**src/rtl/l2_prefetch_fill_if.sv**
```systemverilog
// l2_prefetch_fill_if
// Bundles the signals between the L2 prefetch fill controller and its
// surroundings: CPU miss/flush/snoop inputs, the memory read port and the
// prefetch buffer write port.
//   master : the fill controller (drives memory request and buffer writes)
//   slave  : the environment (CPU decode, memory controller, buffer)
interface l2_prefetch_fill_if;
   // CPU side
   logic        miss;
   logic [27:2] miss_a;
   logic        flush;
   logic        cpu_wr;
   logic [27:2] cpu_wr_a;
   logic [31:0] cpu_wr_d;
   logic [3:0]  cpu_wr_m;
   // memory read port
   logic        mem_req;
   logic [27:2] mem_a;
   logic        mem_ack;
   logic [31:0] mem_d;
   // prefetch buffer write port
   logic [27:2] wr_a;
   logic [31:0] wr_d;
   logic        wr;
   logic [3:0]  wr_m;
   logic        clr;
   logic        busy;

   modport master (
      input  miss, miss_a, flush, cpu_wr, cpu_wr_a, cpu_wr_d, cpu_wr_m,
      input  mem_ack, mem_d,
      output mem_req, mem_a,
      output wr_a, wr_d, wr, wr_m, clr, busy
   );

   modport slave (
      output miss, miss_a, flush, cpu_wr, cpu_wr_a, cpu_wr_d, cpu_wr_m,
      output mem_ack, mem_d,
      input  mem_req, mem_a,
      input  wr_a, wr_d, wr, wr_m, clr, busy
   );
endinterface

```
**src/rtl/l2_prefetch_fill.sv**
```systemverilog
// l2_prefetch_fill
// Fill and coherency controller for the L2 prefetch buffer write port.
// A read miss fetches DEPTH sequential longwords from memory and writes them
// into the buffer; snooped CPU writes are forwarded with top priority so the
// buffer stays coherent; a flush sweeps all 128 entries invalid.
// Ports:
//   i_clk  : system clock, rising edge
//   i_rst  : asynchronous active-high reset
//   bus    : l2_prefetch_fill_if.master (miss/flush/snoop in, memory port,
//            buffer write port, busy); every output is registered.
module l2_prefetch_fill #(
   parameter int DEPTH = 8
) (
   input  logic               i_clk,
   input  logic               i_rst,
   l2_prefetch_fill_if.master bus
);
   typedef enum logic [1:0] {ST_IDLE = 2'd0, ST_FETCH = 2'd1, ST_WRITE = 2'd2, ST_FLUSH = 2'd3} state_t;
   typedef enum logic [1:0] {PD_NONE = 2'd0, PD_MISS = 2'd1, PD_FLUSH = 2'd2} pend_t;

   localparam logic [6:0] C_CNT_INIT = 7'(DEPTH - 1);
   localparam logic [6:0] C_IDX_LAST = 7'd127;

   state_t      r_state,   w_state;
   logic        r_mem_req, w_mem_req;
   logic [27:2] r_mem_a,   w_mem_a;
   logic [6:0]  r_cnt,     w_cnt;
   logic        r_stale,   w_stale;
   logic [31:0] r_data,    w_data;
   logic        r_issued,  w_issued;   // current word's buffer write already went out
   logic [6:0]  r_idx,     w_idx;
   pend_t       r_pend,    w_pend;
   logic [27:2] r_pend_a,  w_pend_a;
   logic        r_wr,      w_wr;
   logic [27:2] r_wr_a,    w_wr_a;
   logic [31:0] r_wr_d,    w_wr_d;
   logic [3:0]  r_wr_m,    w_wr_m;
   logic        r_clr,     w_clr;
   logic        r_busy,    w_busy;

   pend_t       w_pend_eff;
   logic [27:2] w_pend_a_eff;
   logic        w_port_free;
   logic        w_snoop_hit;

   // State and output registers; reset abandons any transaction in flight.
   always_ff @(posedge i_clk or posedge i_rst) begin
      if (i_rst) begin
         r_state   <= ST_IDLE;
         r_mem_req <= 1'b0;
         r_mem_a   <= 26'd0;
         r_cnt     <= 7'd0;
         r_stale   <= 1'b0;
         r_data    <= 32'd0;
         r_issued  <= 1'b0;
         r_idx     <= 7'd0;
         r_pend    <= PD_NONE;
         r_pend_a  <= 26'd0;
         r_wr      <= 1'b0;
         r_wr_a    <= 26'd0;
         r_wr_d    <= 32'd0;
         r_wr_m    <= 4'd0;
         r_clr     <= 1'b0;
         r_busy    <= 1'b0;
      end else begin
         r_state   <= w_state;
         r_mem_req <= w_mem_req;
         r_mem_a   <= w_mem_a;
         r_cnt     <= w_cnt;
         r_stale   <= w_stale;
         r_data    <= w_data;
         r_issued  <= w_issued;
         r_idx     <= w_idx;
         r_pend    <= w_pend;
         r_pend_a  <= w_pend_a;
         r_wr      <= w_wr;
         r_wr_a    <= w_wr_a;
         r_wr_d    <= w_wr_d;
         r_wr_m    <= w_wr_m;
         r_clr     <= w_clr;
         r_busy    <= w_busy;
      end
   end

   // Next-state, pending-event and write-port arbitration logic.
   always_comb begin
      w_state   = r_state;
      w_mem_req = r_mem_req;
      w_mem_a   = r_mem_a;
      w_cnt     = r_cnt;
      w_stale   = r_stale;
      w_data    = r_data;
      w_issued  = r_issued;
      w_idx     = r_idx;
      w_wr      = 1'b0;
      w_wr_a    = r_wr_a;
      w_wr_d    = r_wr_d;
      w_wr_m    = r_wr_m;
      w_clr     = r_clr;

      // Pending slot as it stands including this cycle's events: newest wins,
      // a simultaneous flush beats a miss, and a flush while flushing is moot.
      w_pend_eff   = r_pend;
      w_pend_a_eff = r_pend_a;
      if (bus.flush && (r_state != ST_FLUSH)) begin
         w_pend_eff = PD_FLUSH;
      end else if (bus.miss) begin
         w_pend_eff   = PD_MISS;
         w_pend_a_eff = bus.miss_a;
      end else begin
         w_pend_eff = r_pend;
      end
      w_pend   = w_pend_eff;
      w_pend_a = w_pend_a_eff;

      w_snoop_hit = bus.cpu_wr && (bus.cpu_wr_a == r_mem_a);
      w_port_free = !bus.cpu_wr;

      // A snoop owns the write port; fill and flush writes wait for a free cycle.
      if (bus.cpu_wr) begin
         w_wr   = 1'b1;
         w_wr_a = bus.cpu_wr_a;
         w_wr_d = bus.cpu_wr_d;
         w_wr_m = bus.cpu_wr_m;
         w_clr  = 1'b0;
      end else begin
         w_wr = 1'b0;
      end

      case (r_state)
         ST_IDLE: begin
            w_pend = PD_NONE;
            if (bus.flush) begin
               w_state = ST_FLUSH;
               w_idx   = 7'd0;
            end else if (bus.miss) begin
               w_state   = ST_FETCH;
               w_mem_a   = bus.miss_a;
               w_cnt     = C_CNT_INIT;
               w_stale   = 1'b0;
               w_mem_req = 1'b1;
            end else begin
               w_state = ST_IDLE;
            end
         end
         ST_FETCH: begin
            w_stale = r_stale | w_snoop_hit;
            if (bus.mem_ack) begin
               w_data    = bus.mem_d;
               w_mem_req = 1'b0;
               w_state   = ST_WRITE;
               // Write straight from the ack cycle unless a snoop takes the port.
               if (w_port_free) begin
                  w_wr     = 1'b1;
                  w_wr_a   = r_mem_a;
                  w_wr_d   = bus.mem_d;
                  w_wr_m   = 4'b1111;
                  w_clr    = w_stale;
                  w_issued = 1'b1;
               end else begin
                  w_issued = 1'b0;
               end
            end else begin
               w_state = ST_FETCH;
            end
         end
         ST_WRITE: begin
            if (!r_issued) begin
               w_stale = r_stale | w_snoop_hit;
               if (w_port_free) begin
                  w_wr     = 1'b1;
                  w_wr_a   = r_mem_a;
                  w_wr_d   = r_data;
                  w_wr_m   = 4'b1111;
                  w_clr    = w_stale;
                  w_issued = 1'b1;
               end else begin
                  w_issued = 1'b0;
               end
            end else if (w_pend_eff == PD_MISS) begin
               w_state   = ST_FETCH;
               w_mem_a   = w_pend_a_eff;
               w_cnt     = C_CNT_INIT;
               w_stale   = 1'b0;
               w_mem_req = 1'b1;
               w_pend    = PD_NONE;
            end else if (w_pend_eff == PD_FLUSH) begin
               w_state = ST_FLUSH;
               w_idx   = 7'd0;
               w_pend  = PD_NONE;
            end else if (r_cnt == 7'd0) begin
               w_state = ST_IDLE;
               w_pend  = PD_NONE;
            end else begin
               w_state   = ST_FETCH;
               w_mem_a   = r_mem_a + 26'd1;
               w_cnt     = r_cnt - 7'd1;
               w_stale   = 1'b0;
               w_mem_req = 1'b1;
            end
         end
         ST_FLUSH: begin
            if (w_port_free) begin
               w_wr   = 1'b1;
               w_wr_a = {19'd0, r_idx};
               w_wr_d = 32'd0;
               w_wr_m = 4'b1111;
               w_clr  = 1'b1;
               w_idx  = r_idx + 7'd1;
               if (r_idx == C_IDX_LAST) begin
                  w_pend = PD_NONE;
                  if (w_pend_eff == PD_MISS) begin
                     w_state   = ST_FETCH;
                     w_mem_a   = w_pend_a_eff;
                     w_cnt     = C_CNT_INIT;
                     w_stale   = 1'b0;
                     w_mem_req = 1'b1;
                  end else begin
                     w_state = ST_IDLE;
                  end
               end else begin
                  w_state = ST_FLUSH;
               end
            end else begin
               w_state = ST_FLUSH;
            end
         end
         default: begin
            w_state   = ST_IDLE;
            w_mem_req = 1'b0;
            w_pend    = PD_NONE;
         end
      endcase

      w_busy = (w_state != ST_IDLE);
   end

   assign bus.mem_req = r_mem_req;
   assign bus.mem_a   = r_mem_a;
   assign bus.wr      = r_wr;
   assign bus.wr_a    = r_wr_a;
   assign bus.wr_d    = r_wr_d;
   assign bus.wr_m    = r_wr_m;
   assign bus.clr     = r_clr;
   assign bus.busy    = r_busy;
endmodule
```
**src/flat_wrapper.sv**
```systemverilog
// flat-port wrapper written by rule: the top's interface ports become plain ports
module l2_prefetch_fill_flat 
#(
   parameter int DEPTH = 8
)
  (i_clk, i_rst, bus_miss, bus_miss_a, bus_flush, bus_cpu_wr, bus_cpu_wr_a, bus_cpu_wr_d, bus_cpu_wr_m, bus_mem_ack, bus_mem_d, bus_mem_req, bus_mem_a, bus_wr_a, bus_wr_d, bus_wr, bus_wr_m, bus_clr, bus_busy);
  l2_prefetch_fill_if bus_i ();
  input  logic i_clk;
  input  logic i_rst;
  input wire logic [$bits(bus_i.miss)-1:0] bus_miss;
  input wire logic [$bits(bus_i.miss_a)-1:0] bus_miss_a;
  input wire logic [$bits(bus_i.flush)-1:0] bus_flush;
  input wire logic [$bits(bus_i.cpu_wr)-1:0] bus_cpu_wr;
  input wire logic [$bits(bus_i.cpu_wr_a)-1:0] bus_cpu_wr_a;
  input wire logic [$bits(bus_i.cpu_wr_d)-1:0] bus_cpu_wr_d;
  input wire logic [$bits(bus_i.cpu_wr_m)-1:0] bus_cpu_wr_m;
  input wire logic [$bits(bus_i.mem_ack)-1:0] bus_mem_ack;
  input wire logic [$bits(bus_i.mem_d)-1:0] bus_mem_d;
  output wire logic [$bits(bus_i.mem_req)-1:0] bus_mem_req;
  output wire logic [$bits(bus_i.mem_a)-1:0] bus_mem_a;
  output wire logic [$bits(bus_i.wr_a)-1:0] bus_wr_a;
  output wire logic [$bits(bus_i.wr_d)-1:0] bus_wr_d;
  output wire logic [$bits(bus_i.wr)-1:0] bus_wr;
  output wire logic [$bits(bus_i.wr_m)-1:0] bus_wr_m;
  output wire logic [$bits(bus_i.clr)-1:0] bus_clr;
  output wire logic [$bits(bus_i.busy)-1:0] bus_busy;
  assign bus_i.miss = bus_miss;
  assign bus_i.miss_a = bus_miss_a;
  assign bus_i.flush = bus_flush;
  assign bus_i.cpu_wr = bus_cpu_wr;
  assign bus_i.cpu_wr_a = bus_cpu_wr_a;
  assign bus_i.cpu_wr_d = bus_cpu_wr_d;
  assign bus_i.cpu_wr_m = bus_cpu_wr_m;
  assign bus_i.mem_ack = bus_mem_ack;
  assign bus_i.mem_d = bus_mem_d;
  assign bus_mem_req = bus_i.mem_req;
  assign bus_mem_a = bus_i.mem_a;
  assign bus_wr_a = bus_i.wr_a;
  assign bus_wr_d = bus_i.wr_d;
  assign bus_wr = bus_i.wr;
  assign bus_wr_m = bus_i.wr_m;
  assign bus_clr = bus_i.clr;
  assign bus_busy = bus_i.busy;
  l2_prefetch_fill #(.DEPTH(DEPTH)) u_core (.i_clk(i_clk), .i_rst(i_rst), .bus(bus_i));
endmodule
```
**config.mk**
```make
export PLATFORM = sky130hd
export DESIGN_NAME = l2_prefetch_fill_flat
export DESIGN_NICKNAME = d
export VERILOG_FILES = /design/src/rtl/l2_prefetch_fill_if.sv /design/src/rtl/l2_prefetch_fill.sv /design/src/flat_wrapper.sv
export SDC_FILE = /design/constraint.sdc
export NUM_CORES = 1
export LEC_CHECK = 0
export BUFFER_PORTS_ARGS = -buffer_cell sky130_fd_sc_hd__buf_2
export CAP_MARGIN = 40
export CORE_ASPECT_RATIO = 1.25
export CORE_MARGIN = 5
export CORE_UTILIZATION = 55
export DETAILED_ROUTE_END_ITERATION = 6
export HOLD_SLACK_MARGIN = 0.06
export PLACE_DENSITY = 0.82
export REMOVE_ABC_BUFFERS = 1
export SETUP_SLACK_MARGIN = 0.5
export SLEW_MARGIN = 25
export SYNTH_ARGS = -nofsm -noshare
export SYNTH_HDL_FRONTEND = slang
export SYNTH_SLANG_ARGS = --single-unit
```
**constraint.sdc**
```tcl
create_clock -name i_clk -period 14 [get_ports i_clk]
set_input_delay 0.7 -clock i_clk [delete_from_list [all_inputs] [get_ports i_clk]]
set_output_delay 0.7 -clock i_clk [all_outputs]
set_load 0.02 [all_outputs]
```
==> impl_metrics.tcl <==
set metrics [dict create \
    run_status "finished, final reports clean" \
    final_design_area_no_fill_mm2 0.0111 \
    syn_inst 913 \
    dr_vias_cell 6.52 \
    timing.critical_path.to_type "register" \
    tritoncts "built" \
    finish.net_count 1227 \
    wirelength_um 28500 \
    die_width_um 125 \
    avg_cell_area_syn_um2 10.0 \
    final_layout_size_suffix_gt1_share_pct 31.3 \
    grt.total_usage_pct 28.8 \
    cts_root_buffer "sky130_fd_sc_hd__clkbuf_16" \
    final.setup.tns_ns 0 \
    final_max_slew_viol_count 0 \
    timing.critical_path.arrival_ns 3.98 \
    portBuffers 217 \
    hold_buffers 0 \
    yosysSeqAreaShare_pct 46.6 \
    clk_slew_on_worst_s_h_paths_ns 0.07 \
    crit_path_cell_trace "inv_1 -> ha_1 -> buf_4 -> clkinv_1 -> a2bb2oi_4 -> o22ai_1 -> or4_1 -> buf_4 -> or4_1 -> nand3_1" \
    timing.final.setup_violations 0 \
    hp-class "primary input to async pin" \
    clk_path_buf_depth 2 \
    worst_ir_drop_vdd_uv 129 \
    fmax_mhz 277 \
    cap_viol_max_count 0 \
    dominantRegCellSynth "sky130_fd_sc_hd__dfrtp_1" \
    grt_max_degree 70 \
    critical-path-slowest-cell "sky130_fd_sc_hd__a2bb2oi_4" \
    worstSetupStartpoint "u_core.r_state[0]" \
    rsz0062_at_grt "no" \
    coreArea_mm2 0.0163 \
    area_added_between_synthesis_and_finish_pct 21.1 \
    yosysWarningCount 0 \
    finalWeightedCongestion 0.925 \
    clock_latency_ns 0.43 \
    timing.final.hold_violations 0 \
    vias 8621 \
    fraction_of_the_cycle_the_final_worst_path_needs_pct 25.8 \
    syn_area_mm2 0.00913 \
    timing.final.crit_period_ns 3.61 \
    grt_antenna_before_repair 1 \
    mostFrequentLayoutCell "sky130_fd_sc_hd__buf_2" \
    wire_per_inst_um 21.6 \
    holdWs_ns 0.295 \
    dpl_cell_area_mm2 0.0104 \
    number_of_rows_created_at_floorplan 52 \
    crit_path_start_kind "register" \
    timing.clock.skew_ns 0.0115 \
    chip_height_um 154 \
    cts_repair_resize_count 0 \
    post-route-drc-count 0 \
    globalRoute.totalOverflow 0 \
    synth_enable_flop_cells 0 \
    yosys_register_bits 170 \
    grt_first_pass_wirelength_um 44900 \
    criticalPathCategory "register to register" \
    worst_tran_pin_value_ns 0.903 \
    layout_common_cells "216 x sky130_fd_sc_hd__buf_2, 170 x sky130_fd_sc_hd__dfrtp_1, 73 x sky130_fd_sc_hd__a21oi_1, 59 x sky130_fd_sc_hd__mux2_2, 56 x sky130_fd_sc_hd__nand2_1" \
    placed_cells 1287 \
    crit_path_max_incr_delay_ns 0.57 \
    power_leakage_uw 0.00492 \
    initial_utilization_pct 56.1 \
    design.die.area_mm2 0.0193 \
    cts.sink_count 170 \
    power_per_unit_of_standard_cell_area_mw_per_mm2 244 \
    ioPinCount 218 \
    crit_path_max_fanout 45 \
    wp_data_required_ns 14.36 \
    fillerInstances 1286 \
    number_of_global_route_vias_before_repair 8319 \
    proportion_of_synthesized_flip_flops_having_asynchronous_set_or_reset_pct 100 \
    finish.cell_count_without_fillers 1322 \
    numCtsBuffers 17 \
    drt_pre_antenna_iters 6 \
    post-cts-setup-buffers 0 \
    htree_levels 4 \
    reg2reg_from "u_core.r_state[0]" \
    synthDistinctLibCells 59 \
    post-dp-hpwl_um 19500 \
    ant_nets 0 \
    timing.max_slew.rel_slack_pct 39.6 \
    drt_iter0_markers 959 \
]
## cells in the mapped netlist (2+ instances only)
library cell                  n  share of area (%)
sky130_fd_sc_hd__a211oi_1     2               0.16
sky130_fd_sc_hd__a21o_1       3               0.25
sky130_fd_sc_hd__a21oi_1     74                4.1
sky130_fd_sc_hd__a221oi_1    13                1.2
sky130_fd_sc_hd__a22o_1       6               0.58
sky130_fd_sc_hd__a22oi_1     43                3.5
sky130_fd_sc_hd__a31oi_1     14               0.96
sky130_fd_sc_hd__a32o_1      34                3.7
sky130_fd_sc_hd__and2_1       2               0.14
sky130_fd_sc_hd__and3_1       3               0.21
sky130_fd_sc_hd__buf_1        5               0.21
sky130_fd_sc_hd__buf_2        2               0.11
sky130_fd_sc_hd__clkbuf_1    71                2.9
sky130_fd_sc_hd__dfrtp_1    170                 47
sky130_fd_sc_hd__ha_1         9                1.2
sky130_fd_sc_hd__inv_1       15               0.62
sky130_fd_sc_hd__mux2_2      59                7.3
sky130_fd_sc_hd__mux2i_1     39                4.3
sky130_fd_sc_hd__nand2_1     56                2.3
sky130_fd_sc_hd__nand2b_1     7               0.48
sky130_fd_sc_hd__nand3_1     20                1.1
sky130_fd_sc_hd__nand3b_1     2               0.16
sky130_fd_sc_hd__nand4_1     16                1.1
sky130_fd_sc_hd__nor2_1      41                1.7
sky130_fd_sc_hd__nor2b_1      5               0.34
sky130_fd_sc_hd__nor3_1      11               0.60
sky130_fd_sc_hd__nor3b_1      3               0.25
sky130_fd_sc_hd__nor4_1       8               0.55
sky130_fd_sc_hd__o21a_1       5               0.41
sky130_fd_sc_hd__o21ai_0     56                3.1
sky130_fd_sc_hd__o22a_1       2               0.19
sky130_fd_sc_hd__o22ai_1     50                3.4
sky130_fd_sc_hd__o2bb2ai_1    2               0.19
sky130_fd_sc_hd__o31a_1       2               0.19
sky130_fd_sc_hd__o31ai_1      5               0.41
sky130_fd_sc_hd__or2_2        4               0.27
sky130_fd_sc_hd__or3_1        3               0.21
sky130_fd_sc_hd__or4_1        3               0.25
sky130_fd_sc_hd__xnor2_1     28                2.7
## state kept, by name, indices dropped and copies added, names as in the netlist
name / cells
u_core.bus.wr_d: 32
u_core.r_data: 32
u_core.bus.mem_a: 26
u_core.bus.wr_a: 26
u_core.r_pend_a: 26
u_core.r_cnt: 7
u_core.r_idx: 7
u_core.bus.wr_m: 4
u_core.r_pend: 2
u_core.r_state: 2
u_core.bus.busy: 1
u_core.bus.clr: 1
u_core.bus.mem_req: 1
u_core.bus.wr: 1
u_core.r_issued: 1
u_core.r_stale: 1
## worst max-delay path, delay by kind of cell (launching register included)
kind | cells | cell delay [ns]
buffers and inverters | 4 | 0.84
adder cells (fa/ha/maj) | 1 | 0.32
flip-flops | 1 | 0.40
AND/OR/NAND/NOR | 3 | 1.12
AO/OA/AOI/OAI | 2 | 0.85
## stage by stage
stage / setup WS [ns] / util (%) / total power, µW
floorplan: 8.70 / - / 1710
global placement: 10.60 / 63.7 / 2150
detailed placement: 10.49 / 63.8 / 2180
CTS: 10.47 / 67.7 / 2690
global route: 10.25 / 68.0 / 2860
finish: 10.39 / 68.0 / 2700
## path summary, 6_finish.rpt
check / slack, ns / endpoint / depth (start not counted)
hold / removal: 0.30 / u_core.bus.wr_d[1] / 2
max in group asynchronous: 12.47 / u_core.r_data[7] / 5
setup / recovery: 10.39 / u_core.r_cnt[4] / 10
hold reg to reg: 0.50 / u_core.r_cnt[5] / 1
setup reg to reg: 10.39 / u_core.r_cnt[4] / 10
min in group i_clk: 0.50 / u_core.r_cnt[5] / 1
## metal layers
layer  GRT usage, %  vias up  part of all wire, %
met5              0        -                    0
met4           13.2        0                  3.7
met3           5.76       69                  8.9
met2           46.1      526                   48
met1           37.9     4187                   39
li1               -     3839                    -
## cells by family after synthesis
group | Yosys count | share of synthesized area (%)
AO/OA/AOI/OAI | 324 | 23.9
AND/OR/NAND/NOR | 188 | 10.0
flip-flops | 170 | 46.6
multiplexers | 98 | 11.5
buffers and inverters | 95 | 3.97
XOR/XNOR | 29 | 2.78
adder cells (fa/ha/maj) | 9 | 1.23
## where the power goes
group          switching, µW  internal [µW]  total (µW)  leakage (µW)
sequential               206            703         910       0.00210
clock                    207            290         497      0.000296
combinational            808            490        1300       0.00253
## area by class of cell
class                   count  area (µm²)  area share [%]
flip-flops and latches    170        4250            38.5
repair buffers            239        1310            11.9
clock buffers              18         439            3.97
well taps                 216         270            2.44
inverters                  16        65.1           0.588
diodes                      1        2.50          0.0226
clock inverters            14         181            1.64
multi-input cells         648        4540            41.0
No activity file was read; power rests on OpenSTA's default activity.
